$ cat config.mk
export PLATFORM = sky130hd
export DESIGN_NAME = yutorina_mem_wb_stage_flat
export DESIGN_NICKNAME = d
export VERILOG_FILES = /design/src/rtl/yutorina_mem_wb_stage_if.sv /design/src/rtl/yutorina_mem_wb_stage.sv /design/src/flat_wrapper.sv
export SDC_FILE = /design/constraint.sdc
export NUM_CORES = 1
export LEC_CHECK = 0
export ABC_AREA = 1
export BUFFER_PORTS_ARGS = -buffer_cell sky130_fd_sc_hd__buf_2
export CORE_MARGIN = 1
export CORE_UTILIZATION = 31
export CTS_CLUSTER_SIZE = 40
export DETAILED_ROUTE_END_ITERATION = 16
export PLACE_DENSITY = 0.53
export SETUP_SLACK_MARGIN = 0.4
export SYNTH_ARGS = -nofsm -noshare
export SYNTH_HDL_FRONTEND = slang
export SYNTH_SLANG_ARGS = --single-unit
$ cat constraint.sdc
create_clock -name clk -period 1.9 [get_ports clk]
set_clock_uncertainty 0.2 [all_clocks]
set_input_delay 0.095 -clock clk [delete_from_list [all_inputs] [get_ports clk]]
set_output_delay 0.095 -clock clk [all_outputs]
set_load 0.02 [all_outputs]
$ cat src/rtl/yutorina_mem_wb_stage_if.sv
// Pipeline-side and bus-side signals of the memory-access / write-back stage.
// The stage itself uses the master view (it masters the data bus and drives
// the register-file write port); the surrounding pipeline/bus uses slave.
interface yutorina_mem_wb_stage_if #(
    parameter int WORD_W     = 32,
    parameter int GPR_ADDR_W = 5
);
    // Execute-stage inputs and pipeline control
    logic                  ex_en;
    logic                  ex_gpr_we_;
    logic [GPR_ADDR_W-1:0] ex_dst_addr;
    logic [WORD_W-1:0]     ex_out;
    logic [1:0]            ex_mem_op;
    logic [WORD_W-1:0]     ex_st_data;
    logic                  stall;
    logic                  flush;
    logic                  busy;

    // CPU data bus
    logic                  bus_req;
    logic                  bus_rw;
    logic [WORD_W-3:0]     bus_addr;
    logic [WORD_W-1:0]     bus_wr_data;
    logic [WORD_W-1:0]     bus_rd_data;
    logic                  bus_rdy_;

    // Register-file write port and status pulses
    logic                  gpr_we_;
    logic [GPR_ADDR_W-1:0] gpr_w_addr;
    logic [WORD_W-1:0]     gpr_w_data;
    logic                  miss_align;
    logic                  bus_err;

    modport master (
        input  ex_en, ex_gpr_we_, ex_dst_addr, ex_out, ex_mem_op, ex_st_data,
        input  stall, flush, bus_rd_data, bus_rdy_,
        output busy, bus_req, bus_rw, bus_addr, bus_wr_data,
        output gpr_we_, gpr_w_addr, gpr_w_data, miss_align, bus_err
    );

    modport slave (
        output ex_en, ex_gpr_we_, ex_dst_addr, ex_out, ex_mem_op, ex_st_data,
        output stall, flush, bus_rd_data, bus_rdy_,
        input  busy, bus_req, bus_rw, bus_addr, bus_wr_data,
        input  gpr_we_, gpr_w_addr, gpr_w_data, miss_align, bus_err
    );
endinterface

$ cat src/rtl/yutorina_mem_wb_stage.sv
// Memory-access / write-back stage: retires execute-stage results into the
// register file, runs word-aligned loads/stores on the data bus with a
// timeout, and holds the pipeline via busy while an access is outstanding.
module yutorina_mem_wb_stage #(
    parameter int WORD_W     = 32,
    parameter int GPR_ADDR_W = 5,
    parameter int TIMEOUT    = 255
) (
    input logic                    clk,
    input logic                    rst,
    yutorina_mem_wb_stage_if.master pipe
);
    typedef enum logic {
        IDLE   = 1'b0,
        ACCESS = 1'b1
    } state_t;

    localparam logic [1:0] OP_LOAD  = 2'd1;
    localparam logic [1:0] OP_STORE = 2'd2;
    // Count value at which one more not-ready cycle means abort.
    localparam logic [7:0] COUNT_LAST = 8'(TIMEOUT - 1);

    state_t                state, state_nx;
    logic [7:0]            count, count_nx;
    logic [GPR_ADDR_W-1:0] ld_dst, ld_dst_nx;
    logic                  ld_we_, ld_we_nx;

    logic                  busy_nx, bus_req_nx, bus_rw_nx;
    logic [WORD_W-3:0]     bus_addr_nx;
    logic [WORD_W-1:0]     bus_wr_data_nx;
    logic                  gpr_we_nx;
    logic [GPR_ADDR_W-1:0] gpr_w_addr_nx;
    logic [WORD_W-1:0]     gpr_w_data_nx;
    logic                  miss_align_nx, bus_err_nx;

    logic accept;
    logic is_mem;

    assign accept = (state == IDLE) && pipe.ex_en && !pipe.stall && !pipe.flush;
    assign is_mem = (pipe.ex_mem_op == OP_LOAD) || (pipe.ex_mem_op == OP_STORE);

    // Next-state and next-output logic for the IDLE/ACCESS controller.
    always_comb begin
        // NOTE: every signal written here gets a default first so no latch is inferred.
        state_nx       = state;
        count_nx       = count;
        ld_dst_nx      = ld_dst;
        ld_we_nx       = ld_we_;
        busy_nx        = pipe.busy;
        bus_req_nx     = pipe.bus_req;
        bus_rw_nx      = pipe.bus_rw;
        bus_addr_nx    = pipe.bus_addr;
        bus_wr_data_nx = pipe.bus_wr_data;
        gpr_we_nx      = 1'b1;
        gpr_w_addr_nx  = pipe.gpr_w_addr;
        gpr_w_data_nx  = pipe.gpr_w_data;
        miss_align_nx  = 1'b0;
        bus_err_nx     = 1'b0;

        case (state)
            IDLE: begin
                if (accept) begin
                    if (!is_mem) begin
                        // Plain ALU result (reserved op included): write back next cycle.
                        gpr_we_nx     = pipe.ex_gpr_we_;
                        gpr_w_addr_nx = pipe.ex_dst_addr;
                        gpr_w_data_nx = pipe.ex_out;
                    end else if (pipe.ex_out[1:0] != 2'b00) begin
                        miss_align_nx = 1'b1;
                    end else begin
                        state_nx       = ACCESS;
                        count_nx       = 8'd0;
                        busy_nx        = 1'b1;
                        bus_req_nx     = 1'b1;
                        bus_rw_nx      = (pipe.ex_mem_op == OP_LOAD);
                        bus_addr_nx    = pipe.ex_out[WORD_W-1:2];
                        bus_wr_data_nx = (pipe.ex_mem_op == OP_STORE) ? pipe.ex_st_data : '0;
                        ld_dst_nx      = pipe.ex_dst_addr;
                        ld_we_nx       = pipe.ex_gpr_we_;
                    end
                end
            end
            ACCESS: begin
                if (!pipe.bus_rdy_) begin
                    // Completion takes priority over a coincident timeout.
                    state_nx   = IDLE;
                    count_nx   = 8'd0;
                    busy_nx    = 1'b0;
                    bus_req_nx = 1'b0;
                    if (pipe.bus_rw && !ld_we_) begin
                        gpr_we_nx     = 1'b0;
                        gpr_w_addr_nx = ld_dst;
                        gpr_w_data_nx = pipe.bus_rd_data;
                    end
                end else if (count == COUNT_LAST) begin
                    state_nx   = IDLE;
                    count_nx   = 8'd0;
                    busy_nx    = 1'b0;
                    bus_req_nx = 1'b0;
                    bus_err_nx = 1'b1;
                end else begin
                    count_nx = count + 8'd1;
                end
            end
            default: state_nx = IDLE;
        endcase
    end

    // State, latched load info and all registered outputs, with synchronous reset.
    always_ff @(posedge clk) begin
        // NOTE: non-blocking assignments so every register samples pre-edge values.
        if (rst) begin
            state            <= IDLE;
            count            <= 8'd0;
            ld_dst           <= '0;
            ld_we_           <= 1'b1;
            pipe.busy        <= 1'b0;
            pipe.bus_req     <= 1'b0;
            pipe.bus_rw      <= 1'b1;
            pipe.bus_addr    <= '0;
            pipe.bus_wr_data <= '0;
            pipe.gpr_we_     <= 1'b1;
            pipe.gpr_w_addr  <= '0;
            pipe.gpr_w_data  <= '0;
            pipe.miss_align  <= 1'b0;
            pipe.bus_err     <= 1'b0;
        end else begin
            state            <= state_nx;
            count            <= count_nx;
            ld_dst           <= ld_dst_nx;
            ld_we_           <= ld_we_nx;
            pipe.busy        <= busy_nx;
            pipe.bus_req     <= bus_req_nx;
            pipe.bus_rw      <= bus_rw_nx;
            pipe.bus_addr    <= bus_addr_nx;
            pipe.bus_wr_data <= bus_wr_data_nx;
            pipe.gpr_we_     <= gpr_we_nx;
            pipe.gpr_w_addr  <= gpr_w_addr_nx;
            pipe.gpr_w_data  <= gpr_w_data_nx;
            pipe.miss_align  <= miss_align_nx;
            pipe.bus_err     <= bus_err_nx;
        end
    end
endmodule

$ cat src/flat_wrapper.sv
// flat-port wrapper written by rule: the top's interface ports become plain ports
module yutorina_mem_wb_stage_flat 
#(
    parameter int WORD_W     = 32,
    parameter int GPR_ADDR_W = 5,
    parameter int TIMEOUT    = 255
)
  (clk, rst, pipe_ex_en, pipe_ex_gpr_we_, pipe_ex_dst_addr, pipe_ex_out, pipe_ex_mem_op, pipe_ex_st_data, pipe_stall, pipe_flush, pipe_bus_rd_data, pipe_bus_rdy_, pipe_busy, pipe_bus_req, pipe_bus_rw, pipe_bus_addr, pipe_bus_wr_data, pipe_gpr_we_, pipe_gpr_w_addr, pipe_gpr_w_data, pipe_miss_align, pipe_bus_err);
  yutorina_mem_wb_stage_if #(.WORD_W(WORD_W), .GPR_ADDR_W(GPR_ADDR_W)) pipe_i ();
  input logic clk;
  input logic rst;
  input wire logic [$bits(pipe_i.ex_en)-1:0] pipe_ex_en;
  input wire logic [$bits(pipe_i.ex_gpr_we_)-1:0] pipe_ex_gpr_we_;
  input wire logic [$bits(pipe_i.ex_dst_addr)-1:0] pipe_ex_dst_addr;
  input wire logic [$bits(pipe_i.ex_out)-1:0] pipe_ex_out;
  input wire logic [$bits(pipe_i.ex_mem_op)-1:0] pipe_ex_mem_op;
  input wire logic [$bits(pipe_i.ex_st_data)-1:0] pipe_ex_st_data;
  input wire logic [$bits(pipe_i.stall)-1:0] pipe_stall;
  input wire logic [$bits(pipe_i.flush)-1:0] pipe_flush;
  input wire logic [$bits(pipe_i.bus_rd_data)-1:0] pipe_bus_rd_data;
  input wire logic [$bits(pipe_i.bus_rdy_)-1:0] pipe_bus_rdy_;
  output wire logic [$bits(pipe_i.busy)-1:0] pipe_busy;
  output wire logic [$bits(pipe_i.bus_req)-1:0] pipe_bus_req;
  output wire logic [$bits(pipe_i.bus_rw)-1:0] pipe_bus_rw;
  output wire logic [$bits(pipe_i.bus_addr)-1:0] pipe_bus_addr;
  output wire logic [$bits(pipe_i.bus_wr_data)-1:0] pipe_bus_wr_data;
  output wire logic [$bits(pipe_i.gpr_we_)-1:0] pipe_gpr_we_;
  output wire logic [$bits(pipe_i.gpr_w_addr)-1:0] pipe_gpr_w_addr;
  output wire logic [$bits(pipe_i.gpr_w_data)-1:0] pipe_gpr_w_data;
  output wire logic [$bits(pipe_i.miss_align)-1:0] pipe_miss_align;
  output wire logic [$bits(pipe_i.bus_err)-1:0] pipe_bus_err;
  assign pipe_i.ex_en = pipe_ex_en;
  assign pipe_i.ex_gpr_we_ = pipe_ex_gpr_we_;
  assign pipe_i.ex_dst_addr = pipe_ex_dst_addr;
  assign pipe_i.ex_out = pipe_ex_out;
  assign pipe_i.ex_mem_op = pipe_ex_mem_op;
  assign pipe_i.ex_st_data = pipe_ex_st_data;
  assign pipe_i.stall = pipe_stall;
  assign pipe_i.flush = pipe_flush;
  assign pipe_i.bus_rd_data = pipe_bus_rd_data;
  assign pipe_i.bus_rdy_ = pipe_bus_rdy_;
  assign pipe_busy = pipe_i.busy;
  assign pipe_bus_req = pipe_i.bus_req;
  assign pipe_bus_rw = pipe_i.bus_rw;
  assign pipe_bus_addr = pipe_i.bus_addr;
  assign pipe_bus_wr_data = pipe_i.bus_wr_data;
  assign pipe_gpr_we_ = pipe_i.gpr_we_;
  assign pipe_gpr_w_addr = pipe_i.gpr_w_addr;
  assign pipe_gpr_w_data = pipe_i.gpr_w_data;
  assign pipe_miss_align = pipe_i.miss_align;
  assign pipe_bus_err = pipe_i.bus_err;
  yutorina_mem_wb_stage #(.WORD_W(WORD_W), .GPR_ADDR_W(GPR_ADDR_W), .TIMEOUT(TIMEOUT)) u_core (.clk(clk), .rst(rst), .pipe(pipe_i));
endmodule
# After elaboration in Yosys (flattened, before gate mapping)

Cells that the tools add are included.

Register bits: 119
Input port bits: 110

Add/subtract/negate cells: 1
Equal/unequal tests: 10
Muxes and demuxes: 36
Bitwise logic cells: 5
Reductions and logical operators: 15

Operator list:

| cell                  | number |
|---|---|
| $mux W32              | 5 |
| $pmux W32 S2          | 1 |
| $mux W8               | 5 |
| $mux W5               | 4 |
| $mux W1               | 16 |
| $pmux W8 S2           | 1 |
| $reduce_and A4 Y1     | 3 |
| $pmux W5 S2           | 1 |
| $add A8 B1 Y8 const B | 1 |
| $eq A8 B8 Y1 const B  | 1 |
| $ne A2 B2 Y1 const B  | 4 |
| $pmux W1 S2           | 3 |
| $not A1 Y1            | 5 |
| $logic_and A1 B1 Y1   | 4 |
| $ne A2 B1 Y1 const B  | 2 |
| $reduce_or A4 Y1      | 1 |
| $logic_not A1 Y1      | 3 |
| $ne A3 B3 Y1 const B  | 1 |
| $reduce_and A3 Y1     | 1 |
| $reduce_or A3 Y1      | 1 |
| $eq A2 B1 Y1 const B  | 1 |
| $eq A2 B2 Y1 const B  | 1 |
| $reduce_bool A2 Y1    | 1 |
| $logic_or A1 B1 Y1    | 1 |

# Depth between registers and ports, before layout

Word-level depth: 6
Mapped depth: 10
Depth with buffers taken out: 8

# Worst setup path before layout

OpenSTA, ideal clock, no wires.

Kind: register to register
Start point: register u_core.pipe.bus_rw
End point: register u_core.pipe.gpr_w_data[25]
Library setup time: 0.112 ns
Arrival: 1.201 ns
Slack: 0.387 ns
Cell stages (with the launch flop): 8
Buffers on the path: 2
Clock period less this slack: 1.513 ns
Cell sequence: dfxtp_1 nand3b_1 o21ai_1 buf_2 buf_2 nand3_1 nand2_1 nor2_1

Cells in the longest elaborated chain, start to end: 3

Ends and longest elaborated chain:

| element                            | RTL line                       | RTL |
|---|---|---|
| from (decl)                        | yutorina_mem_wb_stage_if.sv:37 | `output busy, bus_req, bus_rw, bus_addr, bus_wr_data,` |
| from (signal assigned)             | yutorina_mem_wb_stage.sv:134   | `pipe.bus_rw <= bus_rw_nx;` |
| $logic_and A1 B1 Y1                | yutorina_mem_wb_stage.sv:90    | `if (pipe.bus_rw && !ld_we_) begin` |
| $ne A2 B2 Y1 (no source line)      | n/a                            |  |
| $reduce_and A4 Y1 (no source line) | n/a                            |  |
| to (signal assigned)               | yutorina_mem_wb_stage.sv:139   | `pipe.gpr_w_data <= gpr_w_data_nx;` |
| to (decl)                          | yutorina_mem_wb_stage_if.sv:38 | `output gpr_we_, gpr_w_addr, gpr_w_data, miss_align, bus_err` |

Every way passes these cells.
A chain may end at the register's enable or synchronous reset.

# Worst setup path in the final report

Start point: register u_core.state
End point: register u_core.pipe.bus_wr_data[1]

Cells in the longest elaborated chain, start to end: 5

Ends and longest elaborated chain:

| element                              | RTL line                       | RTL |
|---|---|---|
| from (decl)                          | yutorina_mem_wb_stage.sv:23    | `state_t state, state_nx;` |
| from (signal assigned)               | yutorina_mem_wb_stage.sv:128   | `state <= state_nx;` |
| $not A1 Y1 (no source line) *        | n/a                            |  |
| $logic_and A1 B1 Y1 (3 in a row)     | yutorina_mem_wb_stage.sv:39    | `assign accept = (state == IDLE) && pipe.ex_en && !pipe.stall && !pipe.flush;` |
| $reduce_and A4 Y1 (no source line) * | n/a                            |  |
| to (signal assigned)                 | yutorina_mem_wb_stage.sv:136   | `pipe.bus_wr_data <= bus_wr_data_nx;` |
| to (decl)                            | yutorina_mem_wb_stage_if.sv:37 |  |

Mark *: on every way between the ends. The rest lies on a longest branch, timed or not.

==> flow_summary_export.csv <==
group,metric,value,unit
worst_hold_path,hold_path_class,"input port to flip-flop",
clocking,clkTransAtPathRegs,0.05,ns
global_routing,grt.total_usage,0.215,
timing,timing.fmax,0.618,GHz
route,drtIter0Drc,247,
clocking,cts_buffers,17,
worst_setup_path,crit_type,"flip-flop to flip-flop",
timing,finalHoldViolations,0,
timing,finalMaxSlewViolations,0,
final_layout,n_antenna_cell,0,
run_status,status,"complete, no violations",
floorplan,rows,46,
route,wl_per_cell,15.0,um
clocking,htree_levels,4,
global_routing,grt_use_met1,0.252,
route,antenna_left,0,
global_routing,gr-usage-met3,0.0640,
place,gp_congestion,0.728,
timing,worstMarginPinSlew,0.453,ns
global_routing,overflow,0,
power_and_ir_drop,p_comb_frac,0.130,
floorplan,core,0.0159,mm2
global_routing,antenna_found_initial,0,
global_routing,grt-busiest-layer,"met2",
floorplan,die_w,130,um
synth,yosys_warnings,0,
synth,syn_area,0.00508,mm2
timing,slew_headroom,0.698,
power_and_ir_drop,swShare,0.239,
synth,syn_area_per_cell,7.37,um2
route,routed_wl,18.7,mm
route,drc,0,
timing,finalSetupViolCount,0,
floorplan,dieArea,0.0169,mm2
timing,period_minus_slack,1.62,ns
clocking,cts_buffer_depth,2,
final_layout,final_util,0.551,
synth,synthCells,689,
worst_setup_path,cp-end-kind,"flip-flop",
place,place_hpwl,10.5,mm
power_and_ir_drop,p_sw,0.00157,W
clocking,cts_tree,"built",
power_and_ir_drop,seq_power_share,0.390,
final_layout,drive_gt1_frac,0.328,
power_and_ir_drop,leakagePower,3.95,nW
place,numPortBuffers,214,
final_layout,multi_input_area,0.00253,mm2
clocking,clk_latency,0.42,ns
power_and_ir_drop,power_frac_clock,0.481,
floorplan,initial_core_util,0.319,
synth,synth-seq-area-share,0.469,
global_routing,grt_pass1_wl,27.7,mm
floorplan,fp.dieH,130,um
final_layout,area_growth,72.9,%
synth,ys_seq_elements,119,
clocking,cts.sinks,119,
power_and_ir_drop,p_int,0.00503,W
power_and_ir_drop,vdd_drop_max,577,uV
synth,synth_top_flop_cell,"dfxtp_1",
worst_setup_path,arrival,1.76,ns
flow_run,drv_cap,0,
final_layout,seq_area,0.00239,mm2
worst_setup_path,critPathLaunchType,"flip-flop",
global_routing,grt_max_degree,38,
global_routing,grtUsageMet2,0.367,
timing,final.setup.tns,0,ns
global_routing,grt_pass1_vias,5571,
power_and_ir_drop,powerDensity,751,mW/mm2
synth,synth_cell_types,33,
timing,fin_crit_sh,0.852,
synth,synth_edf_count,0,
worst_setup_path,cp.required,2.04,ns
route,vias_per_cell,4.59,
worst_setup_path,critical_path.max_fanout,7,
route,vias,5749,
route,drtPass1Iterations,4,
clocking,root_buffer,"clkbuf_16",
final_layout,final_nets,1139,
synth,synth_nets,803,
final_layout,fill_cells,1502,
timing,grt_setup_unrepaired,"yes",
timing,hold_ws,0.0482,ns
synth,postSynth.asyncResetShare,0,
floorplan,io_pins,215,
==> per-layer routing <==
| layer | share of wire | vias to the layer above |
|---|---|---|
| met5 | 0 | - |
| met1 | 0.43 | 2594 |
| met3 | 0.063 | 41 |
| met2 | 0.48 | 200 |
| li1 | - | 2914 |
| met4 | 0.026 | 0 |
==> stage by stage <==
stage               std cells  setup WS [ns]  instance area (um2)  total power [W]
finish                   1252          0.281                 8780          0.00660
global placement         1087          0.171                 6340          0.00318
CTS                      1240          0.333                 8360          0.00661
floorplan                 689          0.409                 5080          0.00292
detailed placement       1087          0.158                 6340          0.00318
global route             1252          0.208                 8780          0.00686
==> sequential cells by signal, indices dropped and copies added (netlist names), 5 cells and up <==
| register | cells |
|---|---|
| u_core.pipe.gpr_w_data | 32 |
| u_core.pipe.bus_wr_data | 32 |
| u_core.pipe.gpr_w_addr | 5 |
| u_core.ld_dst | 5 |
| u_core.count | 8 |
| u_core.pipe.bus_addr | 30 |
==> power groups by stage <==
stage / sequential, W / combinational [W] / clock (W)
3_5_place_dp: 0.00262 / 0.000555 / 0
3_3_place_gp: 0.00262 / 0.000559 / 0
2_1_floorplan: 0.00268 / 0.000242 / 0
5_1_grt: 0.00258 / 0.000931 / 0.00336
6_report: 0.00257 / 0.000856 / 0.00317
4_1_cts: 0.00257 / 0.000800 / 0.00323
==> cells by family after synthesis <==
logic type               Yosys count  synth area share
AND/OR/NAND/NOR                  369             0.298
AO/OA/AOI/OAI                    122             0.139
flip-flops                       119             0.469
buffers and inverters             73            0.0800
adder cells (fa/ha/maj)            4           0.00985
XOR/XNOR                           2           0.00345
==> layout by cell type (no fill, tap or decap), drive strengths merged <==
cell | synthesis | routed
o211ai | 1 | 1
or2 | 1 | 1
buf | 34 | 251
nor2 | 156 | 156
clkinvlp | 0 | 3
nand3b | 2 | 2
nand4 | 1 | 1
o22ai | 3 | 3
bufbuf | 0 | 2
nand3 | 75 | 75
dlygate4sd3 | 0 | 110
clkbuf | 17 | 27
clkinv | 2 | 5
xnor2 | 1 | 1
bufinv | 0 | 2
dfxtp | 119 | 119
a21oi | 36 | 36
xor2 | 1 | 1
nand2 | 133 | 133
a21boi | 35 | 35
ha | 4 | 4
o21ai | 47 | 47
inv | 20 | 20
nor3 | 1 | 1
==> critical path, stage by stage (launching register included) <==
cell	delay (ns)
dfxtp_4	0.36
inv_4	0.07
nand2_4	0.06
nor2_4	0.17
nand2_8	0.13
clkinv_8	0.14
clkbuf_16	0.16
nand3_1	0.07
a21oi_1	0.17
==> cells in the mapped netlist, types with 2 or more instances <==
cell type	n	area, um2
clkbuf_1	17	63.8
inv_1	18	67.6
nor2_1	155	582
buf_6	11	124
buf_1	2	7.51
o21ai_0	37	185
ha_1	4	50.1
a21boi_1	6	45.0
dfxtp_1	119	2380
a21oi_1	36	180
a21boi_0	29	218
nand3_1	74	370
nand2_1	131	492
o21ai_1	9	45.0
buf_4	8	60.1
o22ai_1	3	18.8
buf_2	13	65.1
nand3b_1	2	15.0
==> area by class of cell <==
class                           count  share of cell area
Timing Repair Buffer              368               0.331
Multi-Input combinational cell    497               0.288
Sequential cell                   119               0.272
Clock buffer                       22              0.0551
Tap cell                          216              0.0308
Inverter                           22              0.0120
Clock inverter                      8              0.0111
==> final timing paths <==
path	cells past startpoint	slack, ns	start	endpoint
max	8	0.28	u_core.state	u_core.pipe.bus_wr_data[1]
min	6	0.05	pipe_bus_rdy_	u_core.pipe.gpr_w_data[30]
max reg2reg	8	0.28	u_core.state	u_core.pipe.bus_wr_data[1]
min reg2reg	2	0.26	u_core.pipe.bus_wr_data[20]	u_core.pipe.bus_wr_data[20]
==> timing repair <==
item / CTS / global route
cloned: 7 / 6
setup buffers: 6 / 6
setup endpoints to repair: 113 / 115
endpoints found under the hold margin: 117 / 0
pin swaps: 2 / 20
hold buffers: 110 / 0
gates resized for setup: 42 / 63
(Power assumes the default switching activity.)
